--- src/rtl/fifo_ctrl.sv ---
// fifo_ctrl: pointer and flag controller for a single-clock FIFO built
// around an external RAM with a one-cycle registered read port.
module fifo_ctrl #(
  parameter int RAM_DEPTH       = 32,
  parameter int RAM_ADDR_WIDTH  = 5,
  parameter int ALMOST_FULL_TH  = 28,
  parameter int ALMOST_EMPTY_TH = 4
) (
  input  logic                      sys_clk,
  input  logic                      sys_rst,
  input  logic                      flush,
  input  logic                      wr_req,
  input  logic                      rd_req,
  output logic                      ram_wr_en,
  output logic [RAM_ADDR_WIDTH-1:0] ram_wr_addr,
  output logic                      ram_rd_en,
  output logic [RAM_ADDR_WIDTH-1:0] ram_rd_addr,
  output logic                      rd_valid,
  output logic                      full,
  output logic                      empty,
  output logic                      almost_full,
  output logic                      almost_empty,
  output logic [RAM_ADDR_WIDTH:0]   data_count,
  output logic                      overflow,
  output logic                      underflow
);

  localparam int PW = RAM_ADDR_WIDTH + 1;
  localparam logic [PW-1:0] AF_TH = PW'(ALMOST_FULL_TH);
  localparam logic [PW-1:0] AE_TH = PW'(ALMOST_EMPTY_TH);

  // Pointers carry one extra wrap bit so full and empty can be told apart.
  logic [PW-1:0] wr_ptr;
  logic [PW-1:0] rd_ptr;
  logic          wr_acc;
  logic          rd_acc;
  logic          rd_vld_p1;
  logic          ovf_p1;
  logic          unf_p1;

  // Flags and acceptance decoded from the registered pointers only.
  always_comb begin
    empty        = (wr_ptr == rd_ptr);
    full         = (wr_ptr[PW-1] != rd_ptr[PW-1]) &&
                   (wr_ptr[PW-2:0] == rd_ptr[PW-2:0]);
    data_count   = wr_ptr - rd_ptr;
    almost_full  = (data_count >= AF_TH);
    almost_empty = (data_count <= AE_TH);
    // Reset and flush both keep the RAM untouched in their cycle.
    wr_acc       = wr_req && !full  && !flush && !sys_rst;
    rd_acc       = rd_req && !empty && !flush && !sys_rst;
    ram_wr_en    = wr_acc;
    ram_rd_en    = rd_acc;
    ram_wr_addr  = wr_ptr[PW-2:0];
    ram_rd_addr  = rd_ptr[PW-2:0];
  end

  // ---- stage p0 -> p1: pointer update, read-valid and error pulses ----
  // Reset beats flush, flush beats requests; a full FIFO still accepts the read.
  always_ff @(posedge sys_clk) begin
    if (sys_rst) begin
      wr_ptr    <= '0;
      rd_ptr    <= '0;
      rd_vld_p1 <= 1'b0;
      ovf_p1    <= 1'b0;
      unf_p1    <= 1'b0;
    end else if (flush) begin
      wr_ptr    <= '0;
      rd_ptr    <= '0;
      rd_vld_p1 <= 1'b0;
      ovf_p1    <= 1'b0;
      unf_p1    <= 1'b0;
    end else begin
      if (wr_acc) wr_ptr <= wr_ptr + PW'(1);
      if (rd_acc) rd_ptr <= rd_ptr + PW'(1);
      rd_vld_p1 <= rd_acc;
      ovf_p1    <= wr_req && full;
      unf_p1    <= rd_req && empty;
    end
  end

  assign rd_valid  = rd_vld_p1;
  assign overflow  = ovf_p1;
  assign underflow = unf_p1;

endmodule

--- config.mk ---
export PLATFORM = sky130hd
export DESIGN_NAME = fifo_ctrl
export DESIGN_NICKNAME = d
export VERILOG_FILES = /design/src/rtl/fifo_ctrl.sv
export SDC_FILE = /design/constraint.sdc
export NUM_CORES = 1
export LEC_CHECK = 0
export ABC_CLOCK_PERIOD_IN_PS = 2200
export CAP_MARGIN = 10
export CORE_MARGIN = 3
export CORE_UTILIZATION = 41
export DETAILED_ROUTE_END_ITERATION = 6
export PLACE_DENSITY_LB_ADDON = 0.05
export SLEW_MARGIN = 20
export SYNTH_ARGS = -nofsm -noshare
export SYNTH_HDL_FRONTEND = slang
export SYNTH_SLANG_ARGS = --single-unit
--- constraint.sdc ---
create_clock -name sys_clk -period 2.2 [get_ports sys_clk]
set_clock_uncertainty 0.15 [all_clocks]
set_input_delay 0.44 -clock sys_clk [delete_from_list [all_inputs] [get_ports sys_clk]]
set_output_delay 0.44 -clock sys_clk [all_outputs]
set_load 0.05 [all_outputs]
After elaboration in Yosys (flattened, before gate mapping)
Cells that the tools add are included.
{"block": "op_classes", "order_cmp": 2, "addsub": 3, "n_eq_ne": 3, "reduce_logical": 14}
{"cell": "adder 6 x 1 -> 6 bit (second input constant)", "count": 2}
{"cell": "logical AND 1 bit", "count": 9}
{"cell": "equality test 6 bit", "count": 1}
{"cell": "greater-or-equal comparator 6 x 5 -> 1 bit (second input constant)", "count": 1}
{"cell": "less-or-equal comparator 6 x 3 -> 1 bit (second input constant)", "count": 1}
{"cell": "subtractor 6 bit", "count": 1}
{"cell": "equality test 5 bit", "count": 1}
{"cell": "logical NOT 1 bit", "count": 4}
{"cell": "OR reduction 2 bit", "count": 1}
{"cell": "inequality test 1 bit", "count": 1}
{"block": "totals", "register_bits": 15, "elab_cells": 27, "in_bits": 5}

Longest topological paths before layout
Gate-level depths: netlist of the first run.
{"block": "depth", "word_depth": 6, "mapped_depth": 8}

Worst setup path before layout of the first run
Ideal clock, no wire load.
{"block": "synth_path", "path_kind": "register to output", "startpoint": "register rd_ptr[1]", "endpoint": "output almost_empty", "path_slack_ps": -1318, "arrival_time_ps": 2928, "path_buffers": 0, "stages_incl_launch_ff": 8, "t_required_ps": 1610, "path_cell_list": "dfxtp_1 -> inv_1 -> ha_1 -> or2b_1 -> a21oi_1 -> nor4_1 -> a311o_1 -> a2111oi_2"}
{"block": "synth_via", "elab_chain_len": 2}
{"item": "start, declared", "line_no": "34", "source": "logic [PW-1:0] rd_ptr;"}
{"item": "start signal, assigned", "line_no": "75", "source": "if (rd_acc) rd_ptr <= rd_ptr + PW'(1);"}
{"item": "subtractor 6 bit", "line_no": "46", "source": "data_count = wr_ptr - rd_ptr;"}
{"item": "via data_count[5]", "line_no": "23", "source": "output logic [RAM_ADDR_WIDTH:0] data_count,"}
{"item": "less-or-equal comparator 6 x 3 -> 1 bit", "line_no": "48", "source": "almost_empty = (data_count <= AE_TH);"}
{"item": "end, declared", "line_no": "22", "source": "output logic almost_empty,"}
The timed path passes the listed nets, and every way through them passes these cells.

Worst setup path after layout of the first run
{"block": "layout_path", "startpoint": "register rd_ptr[1]", "endpoint": "output almost_empty"}
{"block": "layout_via", "elab_chain_len": 2}
{"item": "subtractor 6 bit", "line_no": "46"}
{"item": "less-or-equal comparator 6 x 3 -> 1 bit", "line_no": "48"}
No other way between the ends.

==> results of run 1 <==
final timing paths:
kind / from / end / depth (start not counted)
max: rd_ptr[1]$_SDFFE_PP0P_ / almost_empty / 8
min: wr_ptr[5]$_SDFFE_PP0P_ / wr_ptr[5]$_SDFFE_PP0P_ / 2
max reg2reg: rd_ptr[4]$_SDFFE_PP0P_ / rd_ptr[3]$_SDFFE_PP0P_ / 9
min reg2reg: wr_ptr[5]$_SDFFE_PP0P_ / wr_ptr[5]$_SDFFE_PP0P_ / 2
cells in the final DEF, fill, tap and decap left out, types with 2 or more instances in the layout:
| cell | instances |
|---|---|
| dlymetal6s2s_1 | 2 |
| dfxtp_1 | 7 |
| xnor2_4 | 2 |
| dfxtp_2 | 8 |
| inv_1 | 5 |
| xor2_2 | 2 |
| nand2_1 | 4 |
| ha_4 | 4 |
| o21ai_0 | 6 |
| nor2_4 | 2 |
| nor4_1 | 2 |
| xor2_1 | 2 |
| xnor2_1 | 5 |
| ha_1 | 3 |
| buf_4 | 33 |
| buf_12 | 9 |
| clkbuf_4 | 3 |
| nand4_1 | 2 |
| buf_6 | 8 |
| nor2_1 | 12 |
| a21oi_1 | 2 |
| and3_1 | 3 |
| o31ai_1 | 2 |
| clkdlybuf4s50_1 | 12 |
| a21oi_2 | 2 |
| nand3_1 | 5 |
| or3_1 | 2 |
| inv_2 | 5 |
routing by layer:
metal	vias to the layer above	GRT usage, %	wire length, µm
met5	-	0	0
met4	0	4.15	0
met3	0	5.99	132
met2	21	40.2	1500
met1	497	26.2	1240
li1	509	-	-
registers in the layout, indices dropped and copies added (netlist names):
| name | flops |
|---|---|
| overflow | 1 |
| rd_ptr | 6 |
| rd_valid | 1 |
| underflow | 1 |
| wr_ptr | 6 |
layout make-up:
type	instances	area, µm²	area share (%)
multi-input combinational	80	718	39.6
timing repair buffer	65	678	37.4
sequential	15	310	17.1
tap	28	35.0	1.93
inverter	11	43.8	2.42
clock buffer	4	26.3	1.45
cells by family after synthesis:
logic type               count (synthesis)  synth area share (%)
AND/OR/NAND/NOR                         43                  22.7
buffers and inverters                   22                  12.3
AO/OA/AOI/OAI                           18                  12.7
flip-flops                              15                  30.7
XOR/XNOR                                11                  10.6
adder cells (fa/ha/maj)                  8                  11.0
worst reg2reg max path: stages (launching register included):
cell     delay (ns)
dfxtp_2        0.34
inv_1          0.06
ha_1           0.29
buf_4          0.16
inv_2          0.10
buf_4          0.15
o31ai_4        0.09
buf_6          0.15
or3_1          0.34
a21oi_1        0.17
through the flow:
stage	cell area, µm²	cells
3_5_place_dp	1640	195
5_1_grt	1810	203
4_1_cts	1800	202
3_3_place_gp	1640	195
6_report	1810	203
2_1_floorplan	1080	117
power groups by stage:
stage | Sequential, W | Combinational, W | Clock [W]
floorplan | 0.000287 | 0.0000915 | 0
global route | 0.000277 | 0.000194 | 0.000178
global placement | 0.000282 | 0.000174 | 0
finish | 0.000276 | 0.000184 | 0.000161
detailed placement | 0.000283 | 0.000177 | 0
CTS | 0.000276 | 0.000183 | 0.000164
repair_timing:
| action | 4_1_cts | 5_1_grt |
|---|---|---|
| cloned | 0 | 0 |
| gates resized for setup | 29 | 3 |
| pin swaps | 9 | 1 |
| setup endpoints to repair | 11 | 16 |
| buffers inserted | 3 | 1 |
==> run_results.csv, run 1 <==
group,metric,value,unit
run_status,status,"complete, but fails checks",
run_status,violations,"negative setup slack",
timing,tns,-3.26,ns
power_and_ir_drop,intPower,0.000429,W
power_and_ir_drop,seq_power_share,44.5,%
worst_setup_path,cp-start-kind,"flip-flop",
floorplanning,rows,17,
timing,finalHoldViolCount,0,
placement,placement.setup.worst_slack,-0.341,ns
timing,worstMarginPinSlew,0.502,ns
clock_tree,cts_tree,"yes",
power_and_ir_drop,p_switching,0.000192,W
synthesis,synth_edf_count,0,
grt,grt_max_degree,10,
detailed_routing,wl_per_cell,14.2,µm
synthesis,synth_flop_cell,"dfxtp_1",
cells_and_area,area_growth,85.4,%
synthesis,yosys-top-cells-count,"dfxtp_1 (15), nor2_1 (14), inv_1 (11)",
power_and_ir_drop,comb_power_share,29.6,%
run,drv.max_cap_violation_count,0,
worst_setup_path,crit_chain,"inv_2 > ha_4 > or2b_1 > a21oi_2 > nor4_1 > a311o_2 > a2111oi_4 > buf_12",
synthesis,seq_area_frac_synth,30.7,%
detailed_routing,dr.pass1.iters,4,
synthesis,mappedNetlistNets,130,
clock_tree,clkTransAtPathRegs,0.09,ns
clock_tree,cts_hold_buf,0,
floorplanning,start_util,43.8,%
placement,globalplace.congestion,0.826,
power_and_ir_drop,power_density,343,nW/µm²
synthesis,synth_area,977,µm²
worst_setup_path,cp-end-kind,"primary output",
grt,grt_pass1_wl,4760,µm
synthesis,synth_cell_types,32,
timing,slew_headroom,66.4,%
worst_setup_path,cpPeakStageDelay,0.36,ns
detailed_routing,viasPerCell,5.06,
clock_tree,cts_buffers,3,
cells_and_area,fill_cells,131,
power_and_ir_drop,power.total,0.000622,W
cells_and_area,drive_gt1_share,51.4,%
worst_setup_path,path_delay_family,"compound AO/OA/AOI/OAI gates",
worst_setup_path,crit_fanout,3,
power_and_ir_drop,ir_worst_vdd,0.000411,V
floorplanning,core,2230,µm²
synthesis,yosysMostFrequentCell,"dfxtp_1",
synthesis,yosysTopAreaCell,"dfxtp_1",
clock_tree,cts.sinks,15,
clock_tree,cts-root-buf,"clkbuf_4",
synthesis,ys_ff_latch,15,
timing,holdWs,0.441,ns
grt,grt_pass1_vias,1002,
timing,worst_slack,-0.591,ns
synthesis,synth_top_area_share,30.7,%
placement,place_hpwl,2230,µm
cells_and_area,finish.utilization,81.1,%
power_and_ir_drop,leakagePower,0.807,nW
worst_setup_path,crit_slowest_cell,"a311o_2",
timing,rsz0062_at_grt,"yes",
timing,min_period,2.79,ns
timing,setup_viol,10,
synthesis,synth_area_leaders,"dfxtp_1 (31%), ha_1 (9.0%), buf_4 (7.7%)",
worst_setup_path,worstSetupPathType,"reg -> out",
detailed_routing,drt-initial-drc-count,15,
grt,antenna_found_initial,0,
worst_setup_path,reg2reg_slack,0.11,ns
floorplanning,dieArea,3010,µm²
grt,grt_overflow,0,
placement,place.port_buffers,29,
power_and_ir_drop,switching_share,30.9,%
synthesis,async_flop_share,0,%
hold_path,hold_class,"reg -> reg",
detailed_routing,postRouteAntennaNets,0,
cells_and_area,nets,189,
timing,fmax,358,MHz
synthesis,avgSynthCellArea,8.35,µm²
timing,maxSlewViolCount,0,
floorplanning,ios,30,
cells_and_area,diodes,0,
detailed_routing,wl,2870,µm
floorplanning,die_y,54.8,µm
worst_setup_path,crit_required,1.61,ns
detailed_routing,vias,1027,
worst_setup_path,worst-path-buf-inv,2,
timing,period_share,127,%
clock_tree,htree_levels,1,
grt,grt_usage,22.3,%
power_and_ir_drop,clockPowerShare,25.9,%
synthesis,yosys_warnings,0,
clock_tree,insertion_delay,0.28,ns
synthesis,syn_inst,117,
detailed_routing,drc,0,
worst_setup_path,crit_arrival,2.20,ns
clock_tree,cts_max_path_buffers,2,
floorplanning,die_x,54.8,µm
Power figures use the tool's default switching activity.
==> inputs of run 2 (changes only) <==
Settings changed: CTS_BUF_LIST from default to sky130_fd_sc_hd__clkbuf_16, CTS_CLUSTER_SIZE from default to 30, SLEW_MARGIN 20 to default.
==> run_results.csv, run 2 (synthesis gave the netlist of run 1 again) <==
group,metric,value,unit
run_status,status,"complete, but fails checks",
run_status,violations,"negative setup slack",
placement,place_hpwl,2230,µm
clock_tree,htree_levels,1,
worst_setup_path,rr_endpoint,"rd_ptr[5]$_SDFFE_PP0P_",
worst_setup_path,cpPeakStageDelay,0.36,ns
floorplanning,die_x,54.8,µm
grt,grt_overflow,0,
clock_tree,cts-root-buf,"clkbuf_16",
power_and_ir_drop,power_density,417,nW/µm²
clock_tree,insertion_delay,0.24,ns
worst_setup_path,crit_required,1.61,ns
detailed_routing,viasPerCell,5.18,
run,drv.max_cap_violation_count,0,
clock_tree,cts_buffers,3,
hold_path,hold_class,"reg -> reg",
timing,setup_viol,9,
detailed_routing,wl,3500,µm
detailed_routing,vias,1082,
worst_setup_path,cp-start-kind,"flip-flop",
cells_and_area,drive_gt1_share,57.5,%
grt,grt_pass1_wl,5400,µm
cells_and_area,layout_common_cells,"buf_4 (36), clkdlybuf4s50_1 (13), nor2_1 (12)",
cells_and_area,fill_cells,88,
hold_path,holdPathEnd,"wr_ptr[5]$_SDFFE_PP0P_",
power_and_ir_drop,power.total,0.000823,W
detailed_routing,drt-initial-drc-count,18,
placement,globalplace.congestion,0.826,
detailed_routing,dr.pass1.iters,4,
worst_setup_path,rr_startpoint,"rd_ptr[3]$_SDFFE_PP0P_",
worst_setup_path,crit_arrival,2.18,ns
timing,worst_slack,-0.573,ns
worst_setup_path,crit_slowest_cell,"a311o_2",
grt,grt_max_degree,10,
power_and_ir_drop,ir_worst_vdd,0.000569,V
detailed_routing,postRouteAntennaNets,0,
power_and_ir_drop,leakagePower,0.858,nW
floorplanning,die_y,54.8,µm
placement,dp.cells,195,
worst_setup_path,crit_chain,"inv_2 > ha_4 > or2b_1 > a21oi_2 > nor4_1 > a311o_2 > a2111oi_4 > buf_12",
worst_setup_path,cp-end-kind,"primary output",
clock_tree,clkTransAtPathRegs,0.05,ns
worst_setup_path,cp-startpoint,"rd_ptr[1]$_SDFFE_PP0P_",
cells_and_area,area_growth,102,%
timing,holdWs,0.425,ns
floorplanning,start_util,43.8,%
timing,min_period,2.77,ns
detailed_routing,drc,0,
timing,worstMarginPinSlew,0.507,ns
cells_and_area,final_common_cell,"buf_4",
grt,antenna_found_initial,0,
floorplanning,dieArea,3010,µm²
clock_tree,cts_max_path_buffers,2,
worst_setup_path,crit_fanout,3,
clock_tree,cts_tree,"yes",
grt,grt_usage,25.8,%
timing,fmax,361,MHz
detailed_routing,wl_per_cell,16.8,µm
timing,slew_headroom,66.1,%
floorplanning,rows,17,
cells_and_area,nets,195,
timing,finalHoldViolCount,0,
floorplanning,core,2230,µm²
clock_tree,cts.sinks,15,
floorplanning,ios,30,
timing,period_share,126,%
cells_and_area,final_cells,209,
worst_setup_path,worstSetupPathType,"reg -> out",
worst_setup_path,reg2reg_slack,0.05,ns
grt,grt_pass1_vias,1100,
cells_and_area,biggestRegsByFlops,"rd_ptr: 6 flops, wr_ptr: 6 flops",
timing,rsz0062_at_grt,"yes",
timing,maxSlewViolCount,0,
cells_and_area,diodes,0,
hold_path,hold_depth,2,
hold_path,min_from,"wr_ptr[5]$_SDFFE_PP0P_",
worst_setup_path,rr_worst_depth,10,
placement,place.port_buffers,29,
==> run 2: cell types whose count changed in the layout (fill, tap and decap cells not counted), moves of 2 or more <==
cell	change
o21ai_0	-2
clkbuf_4	-3
buf_6	+2
buf_4	+3
clkbuf_16	+3
==> run 2: critical path, delay by kind of cell, from the launching register on <==
kind,cells,cell delay [ns]
AO/OA/AOI/OAI,3,0.78
AND/OR/NAND/NOR,2,0.34
flip-flops,1,0.33
adder cells (fa/ha/maj),1,0.26
buffers and inverters,2,0.23
==> run 2: through the flow <==
| stage | setup WS (ns) | setup TNS [ns] | utilization [%] | instance area [µm²] |
|---|---|---|---|---|
| floorplan | -0.650 | -1.33 | - | 1080 |
| global placement | -0.285 | -0.629 | 73.4 | 1640 |
| detailed placement | -0.341 | -0.833 | 73.4 | 1640 |
| CTS | -0.512 | -2.50 | 84.5 | 1890 |
| global route | -0.679 | -3.52 | 88.5 | 1980 |
| finish | -0.573 | -2.84 | 88.5 | 1980 |
==> run 2: worst max-delay path by stage <==
stage,slack (ns),cells after the start,end
finish,-0.57,8,almost_empty
global route,-0.68,9,almost_empty
CTS,-0.51,8,almost_empty
detailed placement,-0.34,9,almost_empty
global placement,-0.28,9,almost_empty
floorplan,-0.65,8,almost_empty
==> run 2: report_power, final <==
part	total (W)	switching, W	internal (W)
registers	0.000278	0.00000197	0.000276
clock network	0.000348	0.000107	0.000240
logic	0.000198	0.000107	0.0000916
total	0.000823	0.000216	0.000608
==> run 2: area by class of cell <==
type                    instances  area (µm²)  share of cell area [%]
multi-input cells              80         768                    38.9
repair buffers                 71         736                    37.2
flip-flops and latches         15         312                    15.8
clock buffers                   3        75.1                    3.80
inverters                      11        46.3                    2.34
well taps                      28        35.0                    1.77
clock inverters                 1        3.75                   0.190
==> run 2: metal layers <==
| metal | vias to the layer above | global-route usage (%) | share of wire [%] |
|---|---|---|---|
| li1 | 526 | - | - |
| met4 | 0 | 6.64 | 2.5 |
| met2 | 25 | 47.0 | 51 |
| met1 | 521 | 29.5 | 43 |
| met5 | - | 0 | 0 |
| met3 | 10 | 5.99 | 3.6 |
==> run 2: repair_timing <==
item / 4_1_cts / 5_1_grt
buffers inserted: 5 / 7
resized for setup: 35 / 14
endpoints found under the setup margin: 11 / 15
hold buffers: 0 / 0
cloned: 0 / 0
pin swaps: 7 / 9
